--- config.mk ---
export PLATFORM = sky130hd
export DESIGN_NAME = bht_ctrl
export DESIGN_NICKNAME = d
export VERILOG_FILES = /design/src/rtl/bht_ctrl.sv
export SDC_FILE = /design/constraint.sdc
export NUM_CORES = 1
export LEC_CHECK = 0
export CELL_PAD_IN_SITES_DETAIL_PLACEMENT = 0
export CELL_PAD_IN_SITES_GLOBAL_PLACEMENT = 1
export CORE_ASPECT_RATIO = 1.2
export CORE_MARGIN = 1
export CORE_UTILIZATION = 30
export DETAILED_ROUTE_END_ITERATION = 12
export GPL_TIMING_DRIVEN = 0
export MAX_ROUTING_LAYER = met4
export PLACE_DENSITY = 0.75
export SLEW_MARGIN = 5
export SYNTH_ARGS = -nofsm -noshare
export SYNTH_HDL_FRONTEND = slang
export SYNTH_SLANG_ARGS = --single-unit
--- constraint.sdc ---
create_clock -name clk -period 2.6 [get_ports clk]
set_clock_uncertainty 0.15 [all_clocks]
set_input_delay 0.65 -clock clk [delete_from_list [all_inputs] [get_ports clk]]
set_output_delay 0.65 -clock clk [all_outputs]
set_load 0.005 [all_outputs]
--- src/rtl/bht_ctrl.sv ---
// Branch history table controller. This block owns the single BHT port.
// It sweeps the table to "weakly not taken" after reset. It serves fetch
// prediction reads. It queues committed branch outcomes and applies them
// one at a time as read-modify-write updates of the 2-bit counters.
module bht_ctrl #(
  parameter int INDEX_LEN  = 8,
  parameter int FIFO_DEPTH = 4
) (
  input  logic                 clk,
  input  logic                 rst,
  input  logic                 upd_ena,
  input  logic                 upd_hit,
  input  logic [31:0]          upd_pc,
  output logic                 upd_full,
  input  logic                 query_valid,
  input  logic [31:0]          query_pc,
  output logic                 query_grant,
  output logic                 pred_valid,
  output logic                 pred_taken,
  output logic                 init_busy,
  output logic [INDEX_LEN-1:0] bht_addr,
  output logic                 bht_we,
  output logic [1:0]           bht_wdata,
  input  logic [1:0]           bht_rdata
);

  localparam int PTR_W   = $clog2(FIFO_DEPTH);
  localparam int ENTRY_W = INDEX_LEN + 1;
  localparam logic [INDEX_LEN-1:0] SWEEP_LAST = '1;
  localparam logic [PTR_W:0]       COUNT_FULL = (PTR_W+1)'(FIFO_DEPTH);

  typedef enum logic [1:0] {INIT, IDLE, WB} state_t;

  state_t               r_state;
  state_t               w_nextState;
  logic [INDEX_LEN-1:0] r_sweepCnt;
  logic [INDEX_LEN-1:0] r_lastAddr;
  logic                 r_predValid;

  logic [ENTRY_W-1:0]   r_fifoMem [FIFO_DEPTH];
  logic [PTR_W-1:0]     r_wrPtr;
  logic [PTR_W-1:0]     r_rdPtr;
  logic [PTR_W:0]       r_count;

  logic                 w_full;
  logic                 w_empty;
  logic                 w_push;
  logic                 w_pop;
  logic [ENTRY_W-1:0]   w_head;
  logic                 w_headHit;
  logic [INDEX_LEN-1:0] w_headIdx;
  logic [INDEX_LEN-1:0] w_updIdx;
  logic [INDEX_LEN-1:0] w_queryIdx;
  logic [1:0]           w_satCnt;
  logic                 w_unusedPcBits;

  assign w_updIdx   = upd_pc[INDEX_LEN+1:2];
  assign w_queryIdx = query_pc[INDEX_LEN+1:2];
  assign w_unusedPcBits = ^{upd_pc[31:INDEX_LEN+2], upd_pc[1:0],
                            query_pc[31:INDEX_LEN+2], query_pc[1:0]};

  assign w_full    = (r_count == COUNT_FULL);
  assign w_empty   = (r_count == '0);
  assign w_head    = r_fifoMem[r_rdPtr];
  assign w_headHit = w_head[INDEX_LEN];
  assign w_headIdx = w_head[INDEX_LEN-1:0];
  assign w_push    = upd_ena & ~w_full;
  assign w_pop     = (r_state == WB);

  assign upd_full   = w_full;
  assign init_busy  = (r_state == INIT);
  assign pred_valid = r_predValid;
  assign pred_taken = r_predValid & bht_rdata[1];

  // Saturating counter step for the head entry, using the value read last cycle
  always_comb begin
    w_satCnt = bht_rdata;
    if (w_headHit) begin
      if (bht_rdata != 2'b11) w_satCnt = bht_rdata + 2'd1;
    end else begin
      if (bht_rdata != 2'b00) w_satCnt = bht_rdata - 2'd1;
    end
  end

  // Port arbitration and next state; a full queue outranks fetch so updates cannot starve
  always_comb begin
    w_nextState = r_state;
    query_grant = 1'b0;
    bht_we      = 1'b0;
    bht_addr    = r_lastAddr;
    bht_wdata   = 2'b01;
    case (r_state)
      INIT: begin
        bht_we   = 1'b1;
        bht_addr = r_sweepCnt;
        if (r_sweepCnt == SWEEP_LAST) w_nextState = IDLE;
      end
      IDLE: begin
        if (w_full || (!query_valid && !w_empty)) begin
          bht_addr    = w_headIdx;
          w_nextState = WB;
        end else if (query_valid) begin
          query_grant = 1'b1;
          bht_addr    = w_queryIdx;
        end
      end
      WB: begin
        bht_we      = 1'b1;
        bht_addr    = w_headIdx;
        bht_wdata   = w_satCnt;
        w_nextState = IDLE;
      end
      default: w_nextState = INIT;
    endcase
  end

  // State register and init sweep counter; reset restarts the sweep and drops any pending write
  always_ff @(posedge clk or posedge rst) begin
    if (rst) begin
      r_state    <= INIT;
      r_sweepCnt <= '0;
    end else begin
      r_state <= w_nextState;
      if (r_state == INIT) r_sweepCnt <= r_sweepCnt + INDEX_LEN'(1);
    end
  end

  // Remember the last driven address so an idle port keeps it stable; flag a pending prediction
  always_ff @(posedge clk or posedge rst) begin
    if (rst) begin
      r_lastAddr  <= '0;
      r_predValid <= 1'b0;
    end else begin
      r_lastAddr  <= bht_addr;
      r_predValid <= query_grant;
    end
  end

  // Update queue pointers and occupancy; a push and a pop together leave the count unchanged
  always_ff @(posedge clk or posedge rst) begin
    if (rst) begin
      r_wrPtr <= '0;
      r_rdPtr <= '0;
      r_count <= '0;
    end else begin
      if (w_push) r_wrPtr <= r_wrPtr + PTR_W'(1);
      if (w_pop)  r_rdPtr <= r_rdPtr + PTR_W'(1);
      case ({w_push, w_pop})
        2'b10:   r_count <= r_count + (PTR_W+1)'(1);
        2'b01:   r_count <= r_count - (PTR_W+1)'(1);
        default: r_count <= r_count;
      endcase
    end
  end

  // Queue storage holds {hit, index}; the contents need no reset because the pointers gate them
  always_ff @(posedge clk) begin
    if (w_push) r_fifoMem[r_wrPtr] <= {upd_hit, w_updIdx};
  end

endmodule

== Yosys cells after proc, flatten, opt, wreduce, memory -nomap -nowiden ==
Memories as Yosys holds them, arrays and structs flattened.
Cells that the tools add are included.
Widths: inputs -> output; s select.

* Register bits: 26
* Bits in writable memories: 36
* Logic and storage cells: 54
* Memories kept: 1

{| class="wikitable"
|+ Memories
! name !! words !! bits a word !! rd ports !! clocked after Yosys merged registers in !! write ports !! line !! text
|-
| r_fifoMem || 4 || 9 || 1 || 0 || 1 || 40 || <nowiki>logic [ENTRY_W-1:0] r_fifoMem [FIFO_DEPTH];</nowiki>
|}

* Add/subtract/negate cells: 7
* Equality and inequality tests: 9
* Mux-type cells: 17
* Bitwise operators: 3
* Reductions and logical operators: 10

{| class="wikitable"
|+ Operators with widths
! cell !! number
|-
| $pmux 8 s3 || 1
|-
| $mux 8 || 2
|-
| $mux 2 || 6
|-
| $add 8x1->8 const B || 1
|-
| $eq 8x8->1 const B || 1
|-
| $add 2x1->2 const B || 3
|-
| $mux 1 || 6
|-
| $pmux 2 s3 || 1
|-
| $pmux 3 s2 || 1
|-
| $eq 2x1->1 const B || 2
|-
| $eq 2x2->1 const B || 2
|-
| $ne 2x2->1 const B || 2
|-
| $reduce_bool 2->1 || 2
|-
| $add 3x1->3 const B || 1
|-
| $eq 3x3->1 const B || 1
|-
| $logic_not 3->1 || 1
|-
| $sub 3x1->3 const B || 1
|-
| $and 1x1->1 || 2
|-
| $logic_not 1->1 || 2
|-
| $logic_not 2->1 || 1
|-
| $ne 2x1->1 const B || 1
|-
| $reduce_and 2->1 || 1
|-
| $reduce_or 2->1 || 1
|-
| $sub 2x1->2 const B || 1
|-
| 3 further kinds || 3
|}

== Depth between registers and ports, before layout ==
Gate-level depths: netlist of run 1.

* Depth in word-level cells: 6
* Gate-level depth with buffers: 8
* Gate-level depth less buffers: 7

== Worst setup path after synthesis of run 1 ==
OpenSTA, ideal clock, no wires.

* Path type: input to output
* Start point: input query_valid
* End point: output bht_addr[0]
* Arrival time: 1607 ps
* Required time: 1800 ps
* Slack: 193 ps
* Stages on the path: 4
* Path through: or4_1 -> buf_2 -> a211oi_1 -> nor4_1

* Cells in the longest elaborated chain, start to end: 5
* Elaborated cells between the ends (all ways): 6

{| class="wikitable"
|+ Ends and longest elaborated chain
! item !! line !! text
|-
| start: declaration || 15 || <nowiki>input logic query_valid,</nowiki>
|-
| $logic_not 1->1 || 99 || <nowiki>if (w_full || (!query_valid && !w_empty)) begin</nowiki>
|-
| $logic_and 1x1->1 || 99 ||
|-
| $logic_or 1x1->1 || 99 ||
|-
| $mux 8 (*) || 99 ||
|-
| $pmux 8 s3 (*) || 92 || <nowiki>case (r_state)</nowiki>
|-
| end: declaration || 21 || <nowiki>output logic [INDEX_LEN-1:0] bht_addr,</nowiki>
|}

Every way passes the cells marked *; elsewhere a longest branch is shown, timed or not.

== Worst setup path in the final report of run 1 ==
* Start point: register r_rdPtr[0]
* End point: output bht_addr[1]

* Cells in the longest elaborated chain, start to end: 3

{| class="wikitable"
|+ Ends and longest elaborated chain
! item !! line !! text
|-
| start: declaration || 42 || <nowiki>logic [PTR_W-1:0] r_rdPtr;</nowiki>
|-
| start signal: assignment || 147 || <nowiki>if (w_pop) r_rdPtr <= r_rdPtr + PTR_W'(1);</nowiki>
|-
| $mem_v2 4x9 (*) || -- ||
|-
| $mux 8 || 99 ||
|-
| $pmux 8 s3 (*) || 92 ||
|}

Marks and branches as above.

==> results of run 1 <==
[state kept, by name, indices dropped and copies added, names as in the netlist]
register / flops
pred_valid: 1
r_count: 3
r_fifoMem: 36
r_lastAddr: 8
r_rdPtr: 2
r_state: 2
r_sweepCnt: 8
r_wrPtr: 2
[final cells by class]
type	instances	area, µm²	share of cell area (%)
flip-flops and latches	62	1740	43.4
multi-input cells	115	1210	30.2
repair buffers	72	624	15.6
well taps	120	150	3.75
clock buffers	11	131	3.28
clock inverters	5	73.8	1.84
plain buffers	6	46.3	1.16
inverters	7	33.8	0.844
[timing repair]
action / CTS / global route
endpoints found under the setup margin: 13 / 12
cloned: 1 / 0
pin swaps: 25 / 16
hold endpoints to repair: 0 / 0
gates resized for setup: 95 / 17
buffers inserted: 22 / 12
[cell usage in the layout (no fill, tap or decap), types with 2 or more instances in the layout]
| cell | count |
|---|---|
| a211oi_1 | 3 |
| a211oi_2 | 16 |
| a211oi_4 | 5 |
| and3_1 | 5 |
| buf_2 | 12 |
| buf_4 | 25 |
| buf_6 | 9 |
| bufinv_16 | 2 |
| clkbuf_1 | 2 |
| clkbuf_2 | 2 |
| clkbuf_8 | 9 |
| clkdlybuf4s50_1 | 24 |
| clkinv_2 | 2 |
| dfrtp_1 | 23 |
| dfrtp_2 | 3 |
| dlygate4sd2_1 | 3 |
| edfxtp_1 | 36 |
| ha_1 | 6 |
| inv_1 | 5 |
| mux2_2 | 2 |
| mux4_2 | 9 |
| nand2_1 | 6 |
| nand4_1 | 3 |
| nor2_1 | 2 |
| nor2b_1 | 8 |
| nor3_1 | 8 |
| nor4_2 | 8 |
| xnor2_1 | 10 |
| xor2_1 | 3 |
[path summary, 6_finish.rpt]
check,startpoint,to,slack (ns)
worst max-delay path,r_rdPtr[0]$_DFFE_PP0N_,bht_addr[1],-0.21
worst min-delay path,r_sweepCnt[6]$_DFFE_PP0N_,r_sweepCnt[6]$_DFFE_PP0N_,0.34
worst max register to register,r_state[0]$_DFFE_PP0P_,r_count[2]$_DFFE_PP0P_,0.38
worst min register to register,r_sweepCnt[6]$_DFFE_PP0N_,r_sweepCnt[6]$_DFFE_PP0N_,0.34
max in group asynchronous,rst,r_count[1]$_DFFE_PP0P_,0.91
min in group asynchronous,rst,r_rdPtr[1]$_DFFE_PP0N_,0.70
[cells by family after synthesis]
logic type      Yosys count  share of synthesized area [%]
mux                      12                           8.49
buf+inv                  16                           3.05
flops                    62                           62.1
simple gates             51                           10.6
xor+xnor                 13                           4.09
compound gates           32                           8.26
fa+ha+maj                 7                           3.41
[per-layer routing]
metal	track usage (%)	share of wire (%)	vias up	routed length [µm]
met1	15.5	42	932	2580
met2	23.7	52	40	3210
met5	-	0	-	0
met4	7.60	2.4	0	149
li1	-	-	902	-
met3	2.54	3.5	10	213
[metrics by stage]
| stage | total power [mW] | cell area, µm² | TNS (ns) | hold WS (ns) |
|---|---|---|---|---|
| after floorplan | 1.56 | 2790 | 0 | 0.296 |
| after detailed placement | 1.72 | 3320 | -7.68 | 0.332 |
| final | 2.77 | 4000 | -1.78 | 0.338 |
| after global routing | 2.89 | 4000 | -2.48 | 0.366 |
| after CTS | 2.73 | 3880 | -1.59 | 0.345 |
| after global placement | 1.70 | 3320 | -7.56 | 0.317 |
[report_power, final]
part / leakage, nW / switching, mW / internal (mW)
logic: 0.748 / 0.321 / 0.290
clock network: 0.105 / 0.351 / 0.534
registers: 0.645 / 0.0643 / 1.21
[critical path, cell delays in order (launching register included)]
cell and delay (ns):
dfrtp_2 0.39, buf_8 0.13, buf_6 0.09, mux4_2 0.57
a211oi_4 0.29, nor4_2 0.06, buf_2 0.13
==> reports/metrics.cfg, run 1 <==
[yosys]
yosysMostFrequentCell=edfxtp_1
synth_seq_area_share_pct=62.1
synth_edf_count=36
yosysWarnings=0
ys_ff_latch=62
synth_area_leader_cell=edfxtp_1
synthCells=193
synth_top_flop_cell=edfxtp_1
synth_top_area_share_pct=38.8
synth_area_leaders=edfxtp_1, dfrtp_1, mux4_2
synth_cell_types=37
synthesis.area_um2=2790
async_reset_ff_share_pct=41.9
syn_avg_cell_area_um2=14.4
synth_commonest_cells=edfxtp_1, dfrtp_1, a211oi_1
syn_nets=271

[placed_design]
place_congestion=0.759
dp.cells=351
port-buffer-count=38
dp_hpwl_mm=3.96
preCtsSetupSlack_ns=-0.932

[route]
drc=1
viasPerCell=4.73
final_antenna_net_count=0
avgRoutedWirePerCell_um=15.5
first_pass_iters=8
wirelength_mm=6.15
drt-initial-drc-count=64
vias=1884

[clocking]
postCtsHoldBufs=0
ctsRootBufferMaster=clkbuf_8
htreeDepth=3
insertion_delay_ns=0.34
cts_buffer_depth=2
cts_tree=done
cts_sinks=62
cts_buffers=9
clkTransAtPathRegs_ns=0.07

[cells_and_area]
area_growth_syn_to_layout_pct=43.6
nFillCells=836
nNetsFinal=351
utilization_pct=44.3
drive_gt1_share_pct=42.1
final_cells=398
antenna_cells=0

[setup_path]
cp-end-kind=output port
arrival_ns=2.01
crit_fanout=5
crit_type=reg2out
required_ns=1.80
cp-start-kind=flop
reg2regPathDepth=7

[power_and_ir_drop]
powerDensity_nw_per_um2=693
ir_drop_mv=0.278
p_leak_nw=1.50

[floorplan]
fp.coreArea_um2=9030
die-area_um2=9680
die_y_um=108
rows=38
start_util_pct=30.8
io_pins=87
die_width_um=90.0

[global_routing]
grt_pass1_wl_mm=9.84
grt_pass1_vias=1966
track_usage_pct=13.9
grt_antenna_before_repair=0
grt_start_max_net_pins=27
grt_overflow=0

[timing]
setup_viol=11
timing.final.crit_share_pct=108
fmax_mhz=356
maxSlewHeadroom_pct=32.8
hold_violations=0
max_slew.worst_pin.slew_ns=1.01
slew_viol_final=0
rsz0062_at_grt=yes
fin_crit_ns=2.81
setup_ws_ns=-0.212

[min_path]
hold_class=reg2reg
min_path_cells=1

[outcome]
status=finished, violations left
violations=DRC, setup timing

[run]
maxCapViolCount=0

Power figures use the tool's default switching activity.
==> inputs of run 2 (changes only) <==
Settings changed: RECOVER_POWER from default to 100.
==> run 2 against run 1 <==
Net effect:
- the run still ends with DRC, setup timing left
- critical endpoint unchanged
- register-to-register slack barely moved
- highest routed layer unchanged
- die area did not move
- maximum frequency hardly changed
- largest power group unchanged
- final cell count stayed put
- core utilization down 0.14 points
- sequential power barely moved
- worst setup slack improved by 0.0017 ns
==> reports/metrics.cfg, run 2 (same netlist as run 1, synthesis figures left out) <==
[placed_design]
place_congestion=0.759
preCtsSetupSlack_ns=-0.932
dp_hpwl_mm=3.96
port-buffer-count=38

[outcome]
violations=DRC, setup timing
status=finished, violations left

[floorplan]
die_width_um=90.0
start_util_pct=30.8
die_y_um=108
rows=38
fp.coreArea_um2=9030
io_pins=87
die-area_um2=9680

[global_routing]
grt_start_max_net_pins=27
grt_overflow=0
grt_antenna_before_repair=0
grt_pass1_wl_mm=9.84
grt_pass1_vias=1966
track_usage_pct=13.9

[cells_and_area]
nNetsFinal=351
nFillCells=838
largest_reg_flops=36
area_growth_syn_to_layout_pct=43.2
top_regs=r_fifoMem x36, r_lastAddr x8, r_sweepCnt x8
mostFrequentLayoutCell=edfxtp_1
final_cell_mix=edfxtp_1, buf_4, dfrtp_1
antenna_cells=0
regMostFlops=r_fifoMem
drive_gt1_share_pct=41.0

[run]
maxCapViolCount=0

[route]
drc=1
vias=1910
final_antenna_net_count=0
viasPerCell=4.80
wirelength_mm=6.15
avgRoutedWirePerCell_um=15.5
drt-initial-drc-count=76
first_pass_iters=8

[timing]
maxSlewHeadroom_pct=32.8
slew_viol_final=0
max_slew.worst_pin.slew_ns=1.01
whs_ns=0.338
fin_crit_ns=2.81
hold_violations=0
fmax_mhz=356
rsz0062_at_grt=yes
setup_ws_ns=-0.210
timing.final.crit_share_pct=108
setup_viol=11

[setup_path]
cp-start-kind=flop
arrival_ns=2.01
crit_type=reg2out
cp-end-kind=output port
crit_fanout=5
required_ns=1.80

[min_path]
hold_class=reg2reg

[power_and_ir_drop]
p_seq_share_pct=46.2
clkPwrFrac_pct=31.9
powerDensity_nw_per_um2=694
p_leak_nw=1.49
ir_drop_mv=0.278
switching_share_pct=26.5
intPower_mw=2.04
power.switching_uw=735
pwr-share-comb_pct=21.9

[clocking]
ctsRootBufferMaster=clkbuf_8
clkTransAtPathRegs_ns=0.07
htreeDepth=3
cts_tree=done
cts_buffer_depth=2
cts_buffers=9
insertion_delay_ns=0.34
postCtsHoldBufs=0
cts_sinks=62

-- run 2: cell count changes in the layout (fill, tap and decap cells not counted) --
cell	previous run	this run
buf_4	25	24
clkbuf_1	2	4
clkbuf_2	2	1
clkdlybuf4s50_1	24	15
dlygate4sd3_1	0	9
nor2_1	2	3
nor2_4	1	0
-- run 2: timing repair --
| item | CTS | global route |
|---|---|---|
| buffers inserted | 22 | 12 |
| endpoints found under the setup margin | 13 | 12 |
| cloned | 1 | 0 |
| gates resized for setup | 95 | 17 |
| pin swaps | 25 | 16 |
-- run 2: final timing paths --
check	from	to	slack, ns	cells past startpoint
max	r_rdPtr[0]$_DFFE_PP0N_	bht_addr[1]	-0.21	6
min	r_sweepCnt[6]$_DFFE_PP0N_	r_sweepCnt[6]$_DFFE_PP0N_	0.34	1
max reg2reg	r_count[1]$_DFFE_PP0P_	r_count[1]$_DFFE_PP0P_	0.38	5
min reg2reg	r_sweepCnt[6]$_DFFE_PP0N_	r_sweepCnt[6]$_DFFE_PP0N_	0.34	1
max in group asynchronous	rst	r_count[1]$_DFFE_PP0P_	0.91	2
min in group asynchronous	rst	r_rdPtr[1]$_DFFE_PP0N_	0.70	2
-- run 2: layout make-up --
class	instances	area [µm²]	area share, %
timing repair buffer	72	621	15.6
clock buffer	11	131	3.29
sequential	62	1740	43.5
multi-input combinational	115	1200	30.1
clock inverter	5	73.8	1.85
tap	120	150	3.76
inverter	7	33.8	0.847
buffer	6	45.0	1.13
-- run 2: critical path: stages (launching register included) --
cell and delay [ns]:
dfrtp_2 0.39, buf_8 0.13, buf_6 0.09, mux4_2 0.57
a211oi_4 0.29, nor4_2 0.06, buf_2 0.13
-- run 2: power by group through the flow --
stage / sequential [mW] / clock (mW) / combinational (mW)
floorplan: 1.28 / 0 / 0.277
global placement: 1.29 / 0 / 0.402
detailed placement: 1.31 / 0 / 0.416
CTS: 1.28 / 0.902 / 0.555
global route: 1.29 / 0.931 / 0.664
finish: 1.28 / 0.884 / 0.607
-- run 2: routing by layer --
metal	up-vias	global-route usage, %	share of wire, %
met5	-	-	0
met4	0	7.60	2.4
met3	9	2.54	3.7
met2	44	23.7	51
met1	953	15.5	43
li1	904	-	-
-- run 2: stage by stage --
stage / utilization [%] / instance area (µm²) / total power, mW / setup TNS, ns / std cells
final: 44.2 / 3990 / 2.77 / -1.89 / 398
after detailed placement: 36.7 / 3320 / 1.72 / -7.68 / 351
after global placement: 36.7 / 3320 / 1.70 / -7.56 / 351
after floorplan: - / 2790 / 1.56 / 0 / 193
after CTS: 42.9 / 3880 / 2.73 / -1.59 / 389
after global routing: 44.2 / 3990 / 2.89 / -2.68 / 398
